### src/rtl/normalize_32_pkg.sv
// Shared constants for the normaliser: FSM state encoding and shift-direction
// values (same meaning as the shift/rotate unit's in_left).
package normalize_32_pkg;

  typedef enum logic [1:0] {
    IDLE  = 2'd0,
    SHIFT = 2'd1,
    DONE  = 2'd2
  } state_t;

  localparam logic DIR_RIGHT = 1'b0;
  localparam logic DIR_LEFT  = 1'b1;

endpackage

### src/rtl/normalize_32.sv
// Multi-cycle normaliser: shifts the operand one bit per clock until the leading
// (left) or trailing (right) 1 reaches the edge, reporting result and shift count.
module normalize_32
  import normalize_32_pkg::*;
#(
  parameter int WIDTH = 32,
  parameter int CNT_W = 6
) (
  input  logic             in_clk,
  input  logic             in_rst,
  input  logic             in_start,
  input  logic [WIDTH-1:0] in_x,
  input  logic             in_left,
  output logic             out_busy,
  output logic             out_done,
  output logic [WIDTH-1:0] out_result,
  output logic [CNT_W-1:0] out_count,
  output logic             out_zero,
  output logic [1:0]       out_state
);

  // Handshake: in_start is taken on any edge where the unit is not busy
  // (IDLE or DONE); out_done is a one-cycle pulse in DONE, and a start held
  // high in DONE is accepted in that same cycle.

  state_t           state, state_n;
  logic [WIDTH-1:0] result, result_n;
  logic [CNT_W-1:0] count, count_n;
  logic             zero, zero_n;
  logic             dir, dir_n;
  logic             at_edge;

  always_ff @(posedge in_clk) begin
    if (in_rst) begin
      state  <= IDLE;
      result <= '0;
      count  <= '0;
      zero   <= 1'b0;
      dir    <= DIR_RIGHT;
    end else begin
      state  <= state_n;
      result <= result_n;
      count  <= count_n;
      zero   <= zero_n;
      dir    <= dir_n;
    end
  end

  // Termination test: the bit we are normalising toward is already set.
  assign at_edge = (dir == DIR_LEFT) ? result[WIDTH-1] : result[0];

  always_comb begin
    state_n  = state;
    result_n = result;
    count_n  = count;
    zero_n   = zero;
    dir_n    = dir;
    case (state)
      IDLE, DONE: begin
        if (in_start) begin
          if (in_x == '0) begin
            result_n = '0;
            count_n  = CNT_W'(WIDTH);
            zero_n   = 1'b1;
            state_n  = DONE;
          end else begin
            result_n = in_x;
            count_n  = '0;
            zero_n   = 1'b0;
            dir_n    = in_left;
            state_n  = SHIFT;
          end
        end else begin
          state_n = IDLE;
        end
      end
      SHIFT: begin
        if (at_edge) begin
          state_n = DONE;
        end else begin
          result_n = (dir == DIR_LEFT) ? (result << 1) : (result >> 1);
          count_n  = count + CNT_W'(1);
        end
      end
      default: state_n = IDLE;
    endcase
  end

  assign out_busy   = (state == SHIFT);
  assign out_done   = (state == DONE);
  assign out_result = result;
  assign out_count  = count;
  assign out_zero   = zero;
  assign out_state  = state;

endmodule

### config.mk
export PLATFORM = sky130hd
export DESIGN_NAME = normalize_32
export DESIGN_NICKNAME = d
export VERILOG_FILES = /design/src/rtl/normalize_32_pkg.sv /design/src/rtl/normalize_32.sv
export SDC_FILE = /design/constraint.sdc
export NUM_CORES = 1
export LEC_CHECK = 0
export BUFFER_PORTS_ARGS = -buffer_cell sky130_fd_sc_hd__buf_2
export CORE_MARGIN = 5
export CORE_UTILIZATION = 45
export CTS_BUF_LIST = sky130_fd_sc_hd__clkbuf_16
export CTS_CLUSTER_SIZE = 20
export DETAILED_ROUTE_END_ITERATION = 16
export PLACE_DENSITY = 0.82
export SLEW_MARGIN = 30
export SYNTH_ARGS = -nofsm -noshare
export SYNTH_HDL_FRONTEND = slang
export SYNTH_SLANG_ARGS = --single-unit
### constraint.sdc
create_clock -name in_clk -period 3.1 [get_ports in_clk]
set_clock_uncertainty 0.1 [all_clocks]
set_input_delay 0.31 -clock in_clk [delete_from_list [all_inputs] [get_ports in_clk]]
set_output_delay 0.31 -clock in_clk [all_outputs]
set_load 0.01 [all_outputs]
After elaboration in Yosys (flattened, before gate mapping)
Cells that the tools add are included.
- bits in registers: 42
- output and inout port bits: 43
- logic and storage cells: 34
- $add $sub $neg: 1
- equal/unequal tests: 5
- mux-type cells: 15
- bitwise operators: 1
- reduce and logical (&&, ||, !) cells: 7
- operators by type and width (kind ; count):
    $mux 32 ; 4
    $pmux 32 s2 ; 1
    $logic_not 32->1 ; 1
    $mux 6 ; 3
    $pmux 6 s2 ; 1
    $add 6x1->6 const B ; 1
    $mux 2 ; 3
    $reduce_and 3->1 ; 2
    $ne 2x2->1 const B ; 2
    $pmux 2 s2 ; 1
    $eq 2x1->1 const B ; 1
    $eq 2x2->1 const B ; 1
    $logic_not 2->1 ; 1
    $mux 1 ; 2
    $ne 2x1->1 const B ; 1
    $reduce_and 2->1 ; 1
    $reduce_bool 2->1 ; 1
    $reduce_or 2->1 ; 1
    $not 1->1 ; 1

Logic depth before layout (Yosys ltp)
- depth after elaboration: 4
- mapped depth: 7
- gate-level depth less buffers: 5

Least setup slack after synthesis
No wires, ideal clock.
- kind: register to register
- from: reg dir
- to: reg count[4] (netlist: out_count[4])
- arrival: 1.524 ns
- data required time: 2.875 ns
- setup slack: 1.351 ns
- cell stages (with the launch flop): 8
- buffers on the path: 3
- path through: dfxtp_1 > buf_6 > mux2_4 > o21a_1 > buf_6 > buf_2 > o31ai_1 > a21oi_1
- cells in the longest elaborated chain, start to end: 3
- RTL lines (item ; line ; RTL):
    from (decl) ; normalize_32.sv:30 ; logic dir, dir_n;
    from (signal assigned) ; normalize_32.sv:45 ; dir <= dir_n;
    $mux 1 ; normalize_32.sv:50 ; assign at_edge = (dir == DIR_LEFT) ? result[WIDTH-1] : result[0];
    $ne 2x2->1 (no source line) ; n/a ;
    $reduce_and 3->1 (no source line) ; n/a ;
    to (signal assigned) ; normalize_32.sv:43 ; count <= count_n;
    to (decl) ; normalize_32.sv:28 ; logic [CNT_W-1:0] count, count_n;
Every way passes these cells.
A chain may end at the register's enable or synchronous reset.

Worst setup path in the final report
- from: reg state[1] (netlist: out_state[1])
- to: reg result[31] (netlist: out_result[31])
- cells in the longest elaborated chain, start to end: 4
- RTL lines (item ; line ; RTL):
    from (decl) ; normalize_32.sv:26 ; state_t state, state_n;
    from (signal assigned) ; normalize_32.sv:41 ; state <= state_n;
    $eq 2x2->1 / $logic_not 2->1 (equally long branches) ; normalize_32.sv:58 ; case (state)
    $reduce_or 2->1 ; normalize_32.sv:58 ;
    $ne 2x2->1 (no source line) / $reduce_bool 2->1 (equally long branches) ; n/a ;
    $reduce_and 3->1 (no source line) ; n/a ;
    to (signal assigned) ; normalize_32.sv:42 ; result <= result_n;
    to (decl) ; normalize_32.sv:27 ; logic [WIDTH-1:0] result, result_n;
Parallel ways exist; a longest one is shown, timed or not.

==> results_dict.tcl <==
set metrics [dict create \
    netlist_area_um2 2230 \
    wl_per_cell_um 15.0 \
    cts_tree "done" \
    cp_max_fo 32 \
    cts_setup_buffers 0 \
    routed_wl_mm 6.15 \
    synth-seq-cells 42 \
    clkTransAtPathRegs_ns 0.06 \
    holdPathEnd "dir" \
    synth-edff-count 0 \
    hold_path.class "in2reg" \
    grt_max_degree 42 \
    antenna_found_initial 0 \
    finalPower_mw 1.66 \
    p_leak_nw 1.15 \
    fin_area_um2 2800 \
    slowest_stage "o21a_1" \
    num_vias 2286 \
    worst-setup-path-type "reg2reg" \
    relSlewSlack_pct 51.6 \
    pwr-share-clk_pct 35.4 \
    worstHoldStart "in_left" \
    combPwrFrac_pct 24.5 \
    port_buffers 78 \
    grt_usage_pct 19.7 \
    die_w_um 80.3 \
    p_per_area_nw_per_um2 593 \
    cts_buffer_depth 2 \
    cts_made_buffers 5 \
    grt_pass1_wl_mm 10.2 \
    status "complete, no violations" \
    fin_crit_sh_pct 69.9 \
    setup_viol 0 \
    fin_tns_setup_ns 0 \
    r2r_slack_ns 0.93 \
    drt_iter0_drc 165 \
    h-tree-depth 2 \
    coreArea_um2 4750 \
    cap_viol_max_count 0 \
    timing.fmax_ghz 0.461 \
    crit_chain "nand2b_2 > o21a_1 > buf_4 > a31oi_1 > a211oi_1" \
    peakVddDrop_uv 246 \
    n_fill_cell 451 \
    initial_utilization_pct 46.8 \
    grt_overflow 0 \
    ys_warn_count 0 \
    rsz0062_at_grt "no" \
    final_core_util_pct 58.8 \
    yosysSeqAreaShare_pct 37.8 \
    dp_slack_ns 0.963 \
    fin_crit_ns 2.17 \
    synth_cell_types 29 \
    dieArea_um2 6450 \
    synth_top_cell_area_share_pct 37.8 \
    avgViaCountPerCell 5.56 \
    reg2reg_from "out_state[1]" \
    cts.sink_count 42 \
    synth-main-ff-cell "dfxtp_1" \
    avgSynthCellArea_um2 8.06 \
    p_sw_share_pct 30.7 \
    seqPwrFrac_pct 40.1 \
    synth_top_area_cell "dfxtp_1" \
    gp_congestion 0.796 \
    p_sw_uw 510 \
    start_kind "flip-flop" \
    row_count 25 \
    nNetsFinal 380 \
    r2r_end "out_result[31]" \
    die_h_um 80.3 \
    ios 79 \
    arrival_ns 2.27 \
    ant_nets 0 \
    dp_hpwl_mm 4.36 \
    place_area_um2 2630 \
    synthTopCellsByArea "dfxtp_1 38%, mux2i_1 14%, a211oi_1 11%" \
    reg2reg_depth 5 \
    layout-drive-gt1-share_pct 27.9 \
    clock_latency_ns 0.28 \
    cts_resized 0 \
    first_global_vias 2268 \
    holdPathStages 3 \
    diodes 0 \
    critPathRequiredTime_ns 3.20 \
    slowest_delay_ns 0.53 \
    synth_nets 313 \
    drtPass1Iterations 5 \
    syn2layout_area_growth_pct 25.7 \
    async_flop_share_pct 0 \
    finalHoldViolCount 0 \
    remaining_drc_errors 0 \
    finalWorstSetupSlack_ns 0.933 \
    postSynthCellCount 276 \
    worst_pin_slew_ns 0.726 \
    hold_buffers 0 \
    report.final.slew_viol_count 0 \
    cp-end-kind "flip-flop" \
    cts_root_buf "clkbuf_16" \
    p_int_mw 1.15 \
]
cells by family after synthesis:
| family | Yosys count | synth area share (%) |
|---|---|---|
| simple gates | 126 | 26.0 |
| compound gates | 50 | 15.8 |
| flops | 42 | 37.8 |
| mux | 32 | 14.6 |
| buf+inv | 25 | 5.23 |
| fa+ha+maj | 1 | 0.562 |
sequential cells by signal, summed over array words and instances, names as in the netlist:
name	cells
out_state	2
out_result	32
out_zero	1
out_count	6
dir	1
worst max path at each step:
stage                      start              to
global placement    out_state[1]    out_count[2]
global route        out_state[0]   out_result[8]
CTS                 out_state[1]   out_result[8]
detailed placement  out_state[1]   out_result[8]
floorplan                    dir    out_count[4]
finish              out_state[1]  out_result[31]
synthesized netlist by cell type, drive strengths merged (3+ instances only):
cell and count:
a21oi 8, a211oi 33, o21ai 4, clkbuf 13, mux2i 31, nor2 64, nand3 3, nand2b 5
nand2 5, buf 10, dfxtp 42, nor3 32, nor4 9
layer usage:
layer / up-vias / GRT usage, % / routed length (um) / part of all wire, %
met2: 89 / 32.5 / 2980 / 48
met4: 0 / 7.77 / 83 / 1.3
met5: - / 0 / 0 / 0
li1: 1133 / - / - / -
met3: 6 / 4.04 / 440 / 7.2
met1: 1058 / 24.8 / 2650 / 43
cell usage in the layout, fill, tap and decap left out, drive strengths merged:
master	count
a2111oi	1
o21a	1
o31ai	1
nand3	3
bufinv	1
buf	83
nand2	5
or4	1
clkinv	2
a211oi	33
o21ba	1
mux2i	31
nor3	32
ha	1
and4	2
clkbuf	5
a21oi	8
nand2b	5
dfxtp	42
inv	2
nor3b	1
nor2b	2
a31oi	1
nor4	9
or3	2
nor2	64
mux2	1
o21ai	4
worst max-delay path, delay by kind of cell (launching register included):
family | cells | cell delay, ns
flip-flops | 1 | 0.33
buffers and inverters | 1 | 0.30
AND/OR/NAND/NOR | 1 | 0.50
AO/OA/AOI/OAI | 3 | 0.85
per-stage QoR:
step	std cells	hold WS, ns
after floorplan	276	0.351
after global placement	403	0.348
after detailed placement	403	0.360
after CTS	411	0.177
after global routing	411	0.192
final	411	0.177
area by class of cell:
cell class	count	area, um2	area share, %
Sequential cell	42	842	30.1
Clock buffer	5	125	4.47
Tap cell	67	83.8	3.00
Clock inverter	3	40.0	1.43
Timing Repair Buffer	83	428	15.3
Inverter	2	7.51	0.268
Multi-Input combinational cell	209	1270	45.4
power groups by stage:
stage | Clock [mW] | Combinational, mW | Sequential [mW]
3_3_place_gp | 0 | 0.395 | 0.675
6_report | 0.588 | 0.406 | 0.665
2_1_floorplan | 0 | 0.247 | 0.690
3_5_place_dp | 0 | 0.403 | 0.676
5_1_grt | 0.622 | 0.449 | 0.674
4_1_cts | 0.598 | 0.406 | 0.665
No activity file was read; power rests on OpenSTA's default activity.
